$ cat src/rtl/morse_tx.sv
// Morse code transmitter: keys out one letter A..Z as marks and spaces,
// followed by an inter-letter gap, with optional retransmission.
module morse_tx #(
  parameter int unsigned UNIT_TICKS = 250,
  parameter int unsigned DASH_UNITS = 3,
  parameter int unsigned GAP_UNITS  = 3
) (
  input  logic       ClockIn,
  input  logic       Resetn,
  input  logic       Start,
  input  logic [4:0] Letter,
  input  logic       Repeat,
  output logic       DotDashOut,
  output logic       Busy,
  output logic       Done,
  output logic       Error
);

  localparam int unsigned     DW        = $clog2(UNIT_TICKS);
  localparam logic [DW-1:0]   DIV_LOAD  = DW'(UNIT_TICKS - 1);
  localparam logic [2:0]      DASH_LOAD = 3'(DASH_UNITS - 1);
  localparam logic [2:0]      GAP_LOAD  = 3'(GAP_UNITS - 1);

  typedef enum logic [1:0] {IDLE, MARK, SPACE, GAP} state_t;

  state_t        state;
  logic [DW-1:0] div;
  logic [2:0]    units;
  logic [3:0]    pat;
  logic [2:0]    cnt;
  logic [1:0]    idx;

  logic [3:0]    tbl_pat;
  logic [2:0]    tbl_cnt;
  logic          letter_ok;
  logic [2:0]    idx_next;
  logic          more_syms;
  logic          next_is_dash;
  logic          first_is_dash;
  logic          state_end;

  // Code table: patterns are left-aligned, first symbol in bit 3, dash=1.
  always_comb begin
    tbl_pat = '0;
    tbl_cnt = '0;
    case (Letter)
      5'd0:  begin tbl_pat = 4'b0100; tbl_cnt = 3'd2; end // A .-
      5'd1:  begin tbl_pat = 4'b1000; tbl_cnt = 3'd4; end // B -...
      5'd2:  begin tbl_pat = 4'b1010; tbl_cnt = 3'd4; end // C -.-.
      5'd3:  begin tbl_pat = 4'b1000; tbl_cnt = 3'd3; end // D -..
      5'd4:  begin tbl_pat = 4'b0000; tbl_cnt = 3'd1; end // E .
      5'd5:  begin tbl_pat = 4'b0010; tbl_cnt = 3'd4; end // F ..-.
      5'd6:  begin tbl_pat = 4'b1100; tbl_cnt = 3'd3; end // G --.
      5'd7:  begin tbl_pat = 4'b0000; tbl_cnt = 3'd4; end // H ....
      5'd8:  begin tbl_pat = 4'b0000; tbl_cnt = 3'd2; end // I ..
      5'd9:  begin tbl_pat = 4'b0111; tbl_cnt = 3'd4; end // J .---
      5'd10: begin tbl_pat = 4'b1010; tbl_cnt = 3'd3; end // K -.-
      5'd11: begin tbl_pat = 4'b0100; tbl_cnt = 3'd4; end // L .-..
      5'd12: begin tbl_pat = 4'b1100; tbl_cnt = 3'd2; end // M --
      5'd13: begin tbl_pat = 4'b1000; tbl_cnt = 3'd2; end // N -.
      5'd14: begin tbl_pat = 4'b1110; tbl_cnt = 3'd3; end // O ---
      5'd15: begin tbl_pat = 4'b0110; tbl_cnt = 3'd4; end // P .--.
      5'd16: begin tbl_pat = 4'b1101; tbl_cnt = 3'd4; end // Q --.-
      5'd17: begin tbl_pat = 4'b0100; tbl_cnt = 3'd3; end // R .-.
      5'd18: begin tbl_pat = 4'b0000; tbl_cnt = 3'd3; end // S ...
      5'd19: begin tbl_pat = 4'b1000; tbl_cnt = 3'd1; end // T -
      5'd20: begin tbl_pat = 4'b0010; tbl_cnt = 3'd3; end // U ..-
      5'd21: begin tbl_pat = 4'b0001; tbl_cnt = 3'd4; end // V ...-
      5'd22: begin tbl_pat = 4'b0110; tbl_cnt = 3'd3; end // W .--
      5'd23: begin tbl_pat = 4'b1001; tbl_cnt = 3'd4; end // X -..-
      5'd24: begin tbl_pat = 4'b1011; tbl_cnt = 3'd4; end // Y -.--
      5'd25: begin tbl_pat = 4'b1100; tbl_cnt = 3'd4; end // Z --..
      default: begin tbl_pat = '0; tbl_cnt = '0; end
    endcase
  end

  assign letter_ok     = (Letter <= 5'd25);
  assign idx_next      = {1'b0, idx} + 3'd1;
  assign more_syms     = (idx_next < cnt);
  assign next_is_dash  = pat[2'd3 - idx_next[1:0]];
  assign first_is_dash = pat[3];
  // A state's time is up when both the tick divider and the unit count are spent.
  assign state_end     = (div == '0) && (units == '0);

  // Symbol sequencer: divider/unit counting plus registered key and status outputs.
  always_ff @(posedge ClockIn or negedge Resetn) begin
    if (!Resetn) begin
      state      <= IDLE;
      div        <= '0;
      units      <= '0;
      pat        <= '0;
      cnt        <= '0;
      idx        <= '0;
      DotDashOut <= 1'b0;
      Busy       <= 1'b0;
      Done       <= 1'b0;
      Error      <= 1'b0;
    end else begin
      Done  <= 1'b0;
      Error <= 1'b0;
      if (state == IDLE) begin
        if (Start) begin
          if (letter_ok) begin
            pat        <= tbl_pat;
            cnt        <= tbl_cnt;
            idx        <= '0;
            div        <= DIV_LOAD;
            units      <= tbl_pat[3] ? DASH_LOAD : 3'd0;
            state      <= MARK;
            DotDashOut <= 1'b1;
            Busy       <= 1'b1;
          end else begin
            Error <= 1'b1;
          end
        end
      end else if (!state_end) begin
        // Common timing for MARK/SPACE/GAP: count ticks down, then whole units.
        if (div != '0) begin
          div <= div - 1'b1;
        end else begin
          div   <= DIV_LOAD;
          units <= units - 3'd1;
        end
      end else begin
        div <= DIV_LOAD;
        case (state)
          MARK: begin
            DotDashOut <= 1'b0;
            if (more_syms) begin
              state <= SPACE;
              units <= 3'd0;
            end else begin
              state <= GAP;
              units <= GAP_LOAD;
            end
          end
          SPACE: begin
            idx        <= idx_next[1:0];
            units      <= next_is_dash ? DASH_LOAD : 3'd0;
            state      <= MARK;
            DotDashOut <= 1'b1;
          end
          GAP: begin
            Done <= 1'b1;
            if (Repeat) begin
              idx        <= '0;
              units      <= first_is_dash ? DASH_LOAD : 3'd0;
              state      <= MARK;
              DotDashOut <= 1'b1;
            end else begin
              units <= '0;
              state <= IDLE;
              Busy  <= 1'b0;
            end
          end
          default: begin
            state <= IDLE;
            Busy  <= 1'b0;
          end
        endcase
      end
    end
  end

endmodule

$ cat config.mk
export PLATFORM = sky130hd
export DESIGN_NAME = morse_tx
export DESIGN_NICKNAME = d
export VERILOG_FILES = /design/src/rtl/morse_tx.sv
export SDC_FILE = /design/constraint.sdc
export NUM_CORES = 1
export LEC_CHECK = 0
export CAP_MARGIN = 20
export CORE_ASPECT_RATIO = 1.2
export CORE_MARGIN = 3
export CORE_UTILIZATION = 50
export CTS_CLUSTER_DIAMETER = 120
export DETAILED_ROUTE_END_ITERATION = 16
export HOLD_SLACK_MARGIN = 0.05
export PLACE_DENSITY = 0.69
export SLEW_MARGIN = 20
export SYNTH_ARGS = -nofsm -noshare
export SYNTH_HDL_FRONTEND = slang
export SYNTH_SLANG_ARGS = --single-unit
$ cat constraint.sdc
create_clock -name ClockIn -period 4.6 [get_ports ClockIn]
set_input_delay 0.46 -clock ClockIn [delete_from_list [all_inputs] [get_ports ClockIn]]
set_output_delay 0.46 -clock ClockIn [all_outputs]
set_load 0.1 [all_outputs]
== Word-level counts from Yosys, hierarchy flattened ==
Memories as Yosys holds them, arrays and structs flattened.
Cells that the tools add are included.

* Output and inout bits: 4
* Bits in registers: 26
* Memory bits (read-only): 224
* Memories: 1

* Multiplexer cells: 47
* Order comparisons: 3
* Reduce and logical (&&, ||, !) cells: 16
* Add/subtract/negate cells: 4
* Equality and inequality tests: 10

{| class="wikitable"
|+ Memory list
! name !! words !! bits a word !! rd ports !! clocked after Yosys merged registers in !! write ports !! RTL line !! RTL
|-
| (name not given) || 32 || 7 || 1 || 0 || 0 || 46 || <nowiki>case (Letter)</nowiki>
|}

{| class="wikitable"
|+ Operators by type and width
! kind !! count
|-
| 8-bit 2-to-1 mux || 5
|-
| 2-bit 2-to-1 mux || 14
|-
| 1-bit 2-to-1 mux || 17
|-
| 3-bit 2-to-1 mux || 5
|-
| 5-bit AND reduction || 3
|-
| 3-bit inequality test, second input constant || 3
|-
| 3-bit case mux with 3 select lines || 1
|-
| 8-bit logical NOT || 1
|-
| 8-bit nonzero test || 1
|-
| 8-bit by 1-bit subtractor with 8-bit output, second input constant || 1
|-
| 2-bit case mux with 3 select lines || 1
|-
| 3-bit AND reduction || 2
|-
| 5-bit <= comparator, second input constant || 1
|-
| 5-bit by 1-bit inequality test with 1-bit output, second input constant || 1
|-
| 2-bit == test, second input constant || 2
|-
| 2-bit inequality test, second input constant || 2
|-
| 2-bit case mux with 2 select lines || 1
|-
| 4-bit AND reduction || 1
|-
| 4-bit nonzero test || 1
|-
| 2-bit by 1-bit adder with 3-bit output, second input constant || 1
|-
| 3-bit logical NOT || 1
|-
| 2-bit by 3-bit less-than comparator with 1-bit output, second input constant || 1
|-
| 3-bit less-than comparator || 1
|-
| 1-bit case mux with 3 select lines || 1
|-
| other kinds (12) || 12
|}

== Longest topological paths before layout ==
Gate-level depths: netlist of run 1.

* Depth after elaboration: 8
* Gate-level depth with buffers: 8

== Worst setup path after synthesis of run 1 ==
Ideal clock, no wire load.

* Path kind: register to register
* Start: register div[3]
* End: register units[2]
* Path slack: 2.566 ns
* Required time: 4.479 ns
* Data arrival time: 1.913 ns
* Stages on the path, launching flop included: 6
* Cell sequence: dfrtp_1 -> or4_4 -> or4_4 -> and2_4 -> buf_6 -> a22o_1

* Cells in the longest elaborated chain, start to end: 4

{| class="wikitable"
|+ Ends and longest elaborated chain
! item !! RTL line !! RTL
|-
| start, declared || 27 || <nowiki>logic [DW-1:0] div;</nowiki>
|-
| start signal, assigned || 119 || <nowiki>div <= div - 1'b1;</nowiki>
|-
| 8-bit logical NOT || 83 || <nowiki>assign state_end = (div == '0) && (units == '0);</nowiki>
|-
| 1-bit logical AND || 83 ||
|-
| 5-bit by 1-bit inequality test with 1-bit output (no line), or another cell as far along || -- ||
|-
| 4-bit AND reduction (no line) / 3-bit 2-to-1 mux (equally long branches) || -- ||
|-
| end signal, assigned || 108 || <nowiki>units <= tbl_pat[3] ? DASH_LOAD : 3'd0;</nowiki>
|-
| end signal, assigned || 122 || <nowiki>units <= units - 3'd1;</nowiki>
|-
| end signal, assigned || 139 || <nowiki>units <= next_is_dash ? DASH_LOAD : 3'd0;</nowiki>
|-
| end, declared || 28 || <nowiki>logic [2:0] units;</nowiki>
|}

Parallel ways exist; a longest one is shown, timed or not.
A chain may end at the register's enable or synchronous reset.

== Worst setup path after layout of run 1 ==
* Start: input Letter[1]
* End: register idx[1]

* Cells in the longest elaborated chain, start to end: 3

{| class="wikitable"
|+ Ends and longest elaborated chain
! item !! RTL line !! RTL
|-
| start, declared || 11 || <nowiki>input logic [4:0] Letter,</nowiki>
|-
| 5-bit <= comparator || 77 || <nowiki>assign letter_ok = (Letter <= 5'd25);</nowiki>
|-
| 2-bit inequality test (no line) || -- ||
|-
| 5-bit AND reduction (no line) || -- ||
|-
| end signal, assigned || 138 || <nowiki>idx <= idx_next[1:0];</nowiki>
|-
| end, declared || 31 || <nowiki>logic [1:0] idx;</nowiki>
|}

No other way between the ends.

==> results of run 1 <==
stage by stage:
| step | power, uW | instance area, sq um | utilization, % |
|---|---|---|---|
| after CTS | 1178 | 2142 | 58.47 |
| final | 1165 | 2142 | 58.47 |
| after global placement | 961.4 | 2071 | 56.52 |
| after global routing | 1267 | 2142 | 58.47 |
| after floorplan | 845.4 | 1913 | - |
| after detailed placement | 978.7 | 2071 | 56.52 |
power by group through the flow:
stage	sequential, uW	clock [uW]	combinational, uW
2_1_floorplan	441	0	405
3_3_place_gp	388	0	573
4_1_cts	389	195	593
3_5_place_dp	391	0	588
5_1_grt	404	203	661
6_report	389	191	584
cell type report:
| type | instances | share of cell area, % |
|---|---|---|
| Multi-Input combinational cell | 156 | 53.80 |
| Clock buffer | 3 | 1.928 |
| Inverter | 18 | 3.154 |
| Sequential cell | 26 | 30.37 |
| Tap cell | 52 | 3.037 |
| Clock inverter | 1 | 1.402 |
| Timing Repair Buffer | 14 | 6.308 |
worst register-to-register path: cells and delay by family (launching register included):
kind	cells	cell delay [ns]
compound gates	1	0.35
flops	1	0.45
mux	1	0.38
simple gates	3	0.94
layout by cell type, fill, tap and decap left out, drive strengths merged, types with 3 or more instances in the layout:
master | netlist | layout
nand2 | 27 | 27
dfrtp | 26 | 26
inv | 18 | 18
ha | 17 | 17
nor2 | 13 | 13
a21oi | 13 | 13
clkdlybuf4s50 | 0 | 12
o21ai | 11 | 11
mux2i | 7 | 7
xnor2 | 6 | 6
nand2b | 5 | 5
mux2 | 5 | 5
nor2b | 4 | 4
mux4 | 4 | 4
a211oi | 4 | 4
o22ai | 4 | 4
nor3 | 4 | 4
nor4 | 3 | 3
o211ai | 3 | 3
a31oi | 3 | 3
clkbuf | 5 | 3
sequential cells by signal, summed over array words and instances (netlist names):
| register | flops |
|---|---|
| DotDashOut | 1 |
| pat | 4 |
| Done | 1 |
| state | 2 |
| idx | 2 |
| cnt | 3 |
| units | 3 |
| Busy | 1 |
| Error | 1 |
| div | 8 |
cell families (layout without fill, tap and decap cells):
logic type	count (synthesis)	after routing	share of synthesized area (%)
compound gates	50	50	17.59
flops	26	26	34.01
simple gates	67	67	17.46
xor+xnor	6	6	2.747
buf+inv	27	36	5.755
fa+ha+maj	17	17	11.12
mux	16	16	11.31
routing by layer:
| layer | global-route usage, % | wire length [microns] | part of all wire, % | up-vias |
|---|---|---|---|---|
| met4 | 7.108 | 91 | 2.4 | 0 |
| li1 | - | - | - | 757 |
| met1 | 19.62 | 1644 | 43 | 720 |
| met3 | 2.599 | 106 | 2.8 | 9 |
| met5 | 0 | 0 | 0 | - |
| met2 | 33.89 | 1995 | 52 | 36 |
how the worst min path moves through the flow:
stage                start  endpoint  slack, ns  cells past startpoint
finish              pat[2]    pat[2]       0.49                      2
global route        pat[1]    pat[1]       0.51                      1
CTS                 pat[2]    pat[2]       0.49                      2
detailed placement  pat[2]    pat[2]       0.47                      2
global placement    pat[1]    pat[1]       0.46                      1
floorplan           Resetn      Busy       0.16                      0
==> impl_results.md, run 1 <==
* Status: completed
* Storage element area at 650.6 sq um
* Post-CTS sizing at 0
* Reg clk slew, reported paths at 0.09 ns
* CP peak stage delay at 0.63 ns
* Max Fclk at 0.3615 GHz
* Layout cell share with drive strength beyond 1 at 11.01%
* DIE AREA at 4607 sq um
* CP Buf/Inv Count at 2
* Final slew viol count at 0
* Starting Density at 52.22%
* Slowest cell on the critical path: clkdlybuf4s50_1
* Crit path time final at 2.766 ns
* Crit-path cells: clkdlybuf4s50_1 -> inv_1 -> ha_1 -> nor2b_1 -> o31ai_2 -> nand2_1 -> o211ai_1 -> mux2_2
* R2R depth at 5
* Origin of the worst setup path: Letter[1]
* Hold WS at 0.4874 ns
* DRC viols at 0
* Max-cap violations at 0
* Final setup vio count at 0
* Sequential area share after synthesis at 34.01%
* Hold Path Class: register to register
* Area contributors post-synth: dfrtp_1, ha_1, nand2_1
* Vias in the first global route at 1479
* Least-Margin Pin Slew at 0.9676 ns
* Pre-CTS WS at 1.569 ns
* Hold buffers post-CTS at 0
* Ports at 13
* Share of the synthesized area in the top cell type at 34.01%
* EDFF count, synth at 0
* DPL Wire Length at 2.905 mm
* Global-route wire length before repair at 6.486 mm
* Max VDD drop at 205.4 uV
* Initial antenna violation count at 0
* Post-synth top flop: dfrtp_1
* Leakage power at 0.0009301 uW
* Reg-to-Reg Start: div[2]
* Final net count at 245
* DR iter-0 viols at 64
* Most common cell in the netlist: nand2_1
* Via density at 5.637
* CP Depth at 8
* Routed Wire Length at 3.837 mm
* Ys async rst share at 100.0%
* Clock Power Share at 16.4%
* Clock tree from TritonCTS: built
* CTS buffer count at 3
* Synth area leader: dfrtp_1
* Syn Nets at 235
* Total grt overflow at 0
* Sw power at 488.1 uW
* Drt wl/cell at 14.21 microns
* Clk_lat worst skew at 0.27 ns
* P&R area growth vs syn at 11.97%
* Hold Fails Final Rpt at 0
* Port bufs at 12
* Layout fillers at 333
* Cell variety after synth at 43
* Sequential share of power at 33.4%
* Placed Cells incl. Taps at 266
* Critical path launch point type: input pin
* # clock sinks at 26
* RSZ-0062 raised after global routing: false
* YS warnings at 0
* Setup ws final at 1.834 ns
* Total negative slack at 0 ns
* Crit path max-delay family: buffers and inverters
* Seq cells post-synth at 26
* CP Max Fanout at 8
* Std cell rows at 24
* Final period util at 60.14%
* Pwr Density at 543.8 nW/um^2
* RD Place Congestion at 0.8650
* Net Sw Frac at 41.90%
* Vias at 1522
* Cells after Synth at 209
* CTS H-tree lvls at 1
* Combinational share of power at 50.2%
* Die Span X at 62.47 microns
* Layout Cells excl Fill at 270
* Die span in y at 73.76 microns
* Area of the multi-input gates at 1152 sq um
* Cell-internal power at 676.7 uW
* Synth cell count leaders: nand2_1, dfrtp_1, inv_1
* Required time worst endpoint at 4.77 ns
* Largest net degree at the start of global routing at 27
* Routed Antenna Nets at 0
* Crit path DAT at 2.94 ns
* Tot GR Track Use at 17.67%
* CTS root buffer: clkbuf_8
* Antenna diode count at 0
* R2r endpoint: state[1]
* Post-Synthesis Cell Area at 1913 sq um
* End of the critical path: idx[1]
* Post-CTS setup buffers at 0
* CP Capture Type: register
* Layout Skew at 0.003186 ns
* Flop-to-flop setup slack at 2.38 ns
* WS Path Type: input pin to register
* Core box area at 3664 sq um
* Slew margin rel. at 35.29%
* Post-Syn Area per Cell at 9.154 sq um
* Worst-case clock buffer depth at 2
* Pre-Repair DR Iteration Count at 4
No activity file was read; power rests on OpenSTA's default activity.
==> run 2: changes to the inputs <==
- PLACE_DENSITY: 0.69 -> 0.72
- clock period: 4.6 -> 2.5 ns (I/O delays scaled with it)
==> run 2 against run 1 <==
Clock skew rose by 0.0046 ns. Cell count rose by 3.7%. Die area did not move. Setup slack got worse by 1.5 ns. First-iteration DRC count fell by 14%. Worst hold slack got worse by 0.14 ns. Non-clock buffer count rose by 11. Critical path type is now register to register.
==> impl_results.md, run 2 (synthesis results as in run 1) <==
* Final period util at 85.65%
* Pre-CTS WS at 0.1327 ns
* CTS root buffer: clkbuf_8
* Sw power at 896.6 uW
* Clock tree from TritonCTS: built
* RSZ-0062 raised after global routing: false
* Most common cell after layout, fill and taps aside: nand2_1
* WS Path Type: register to register
* Vias in the first global route at 1451
* Placed Cells incl. Taps at 277
* Least-Margin Pin Slew at 0.5015 ns
* Layout Skew at 0.007757 ns
* Antenna diode count at 0
* Die span in y at 73.76 microns
* Slowest cell on the critical path: dfrtp_1
* Layout cell share with drive strength beyond 1 at 16.67%
* Slew margin rel. at 65.70%
* DR iter-0 viols at 55
* CP Buf/Inv Count at 1
* Biggest register: div
* Crit-path cells: inv_1 -> ha_1 -> nor3b_1 -> and3_1 -> nor2_1 -> a21oi_1 -> mux2_2
* R2r endpoint: state[1]
* Via density at 5.475
* Max FFs per register at 8
* Worst-case clock buffer depth at 2
* Largest registers: div (8), pat (4)
* Drt wl/cell at 13.18 microns
* Required time worst endpoint at 2.66 ns
* Std cell rows at 24
* Total negative slack at 0 ns
* P&R area growth vs syn at 14.19%
* Net Sw Frac at 43.70%
* Final net count at 256
* CTS buffer count at 3
* Crit path DAT at 2.30 ns
* Setup ws final at 0.3588 ns
* Clk_lat worst skew at 0.27 ns
* Critical path launch point type: register
* Max-cap violations at 0
* Global-route wire length before repair at 6.417 mm
* Initial antenna violation count at 0
* CP Capture Type: register
* Crit path time final at 2.141 ns
* Hold buffers post-CTS at 0
* Reg-to-Reg Start: div[0]
* Max Fclk at 0.4670 GHz
* CP peak stage delay at 0.41 ns
* Final slew viol count at 0
* Hold Path Class: input pin to asynchronous set/reset pin
* Hold Fails Final Rpt at 0
* Status: completed
* DRC viols at 0
* Tot GR Track Use at 17.22%
* Starting Density at 52.22%
* Largest net degree at the start of global routing at 27
* Post-DP Area at 2143 sq um
* Total grt overflow at 0
* Flop-to-flop setup slack at 0.36 ns
* Pwr Density at 939.1 nW/um^2
* Clock Power Share at 11.4%
* Layout Cells excl Fill at 280
* Final setup vio count at 0
* Vias at 1533
* Leakage power at 0.0009762 uW
* Routed Antenna Nets at 0
* RD Place Congestion at 0.8128
* Reg clk slew, reported paths at 0.09 ns
* DPL Wire Length at 2.904 mm
* Crit path max-delay family: simple AND/OR/NAND/NOR gates
* Port bufs at 12
* Die Span X at 62.47 microns
* R2R depth at 7
* Most frequent cells in the layout: nand2_1, dfrtp_1, inv_1, ha_1, buf_4
* Core box area at 3664 sq um
* Routed Wire Length at 3.689 mm
* Post-CTS sizing at 0
* Post-CTS setup buffers at 0
* Sequential share of power at 34.7%
* DIE AREA at 4607 sq um
* # clock sinks at 26
* Combinational share of power at 53.9%
* Final core occ at 59.63%
* Max VDD drop at 343.9 uV
* Design area at 2185 sq um
* Pre-Repair DR Iteration Count at 4
* Ports at 13
* Cell-internal power at 1155 uW
* CTS H-tree lvls at 1
* CP Max Fanout at 3
[run 2: changes by cell type in the layout (fill, tap and decap cells not counted), sizes merged]
cell,before,now
buf,2,17
clkdlybuf4s50,12,8
bufinv,1,0
[run 2: worst max-delay path by stage]
stage,start,to,slack (ns),cells after the start
2_1_floorplan,div[3],units[2],0.47,5
3_3_place_gp,Letter[0],units[1],0.15,8
3_5_place_dp,Letter[0],units[1],0.13,8
4_1_cts,div[0],state[1],0.37,7
5_1_grt,div[0],state[1],0.18,7
6_report,div[0],state[1],0.36,7
[run 2: worst register-to-register path, delay by kind of cell (launching register included)]
kind / cells / cell delay [ns]
AO/OA/AOI/OAI: 1 / 0.33
AND/OR/NAND/NOR: 3 / 0.63
buffers and inverters: 1 / 0.11
flip-flops: 1 / 0.41
multiplexers: 1 / 0.38
adder cells (fa/ha/maj): 1 / 0.17
[run 2: routing by layer]
metal | share of wire, % | global-route usage [%] | routed length [microns] | vias up
met1 | 45 | 20.79 | 1663 | 731
li1 | - | - | - | 779
met4 | 1.1 | 5.147 | 39 | 0
met5 | 0 | 0 | 0 | -
met2 | 52 | 31.87 | 1915 | 19
met3 | 1.9 | 2.446 | 71 | 4
[run 2: layout make-up]
class,count,area (sq um)
fill,349,1479
multi-input combinational,156,1152
sequential,26,650.6
timing repair buffer,25,207.7
inverter,18,67.56
tap,52,65.06
clock buffer,3,41.29
[run 2: power by group through the flow]
stage | registers [uW] | clock network (uW) | logic [uW]
final | 712 | 234 | 1110
after floorplan | 811 | 0 | 745
after CTS | 714 | 238 | 1120
after global placement | 715 | 0 | 1080
after detailed placement | 723 | 0 | 1110
after global routing | 741 | 260 | 1240
[run 2: metrics by stage]
step | power (uW) | hold slack, ns
detailed placement | 1829 | 0.4671
global route | 2238 | 0.3702
global placement | 1799 | 0.4612
floorplan | 1556 | -0.04559
finish | 2052 | 0.3427
CTS | 2068 | 0.3603
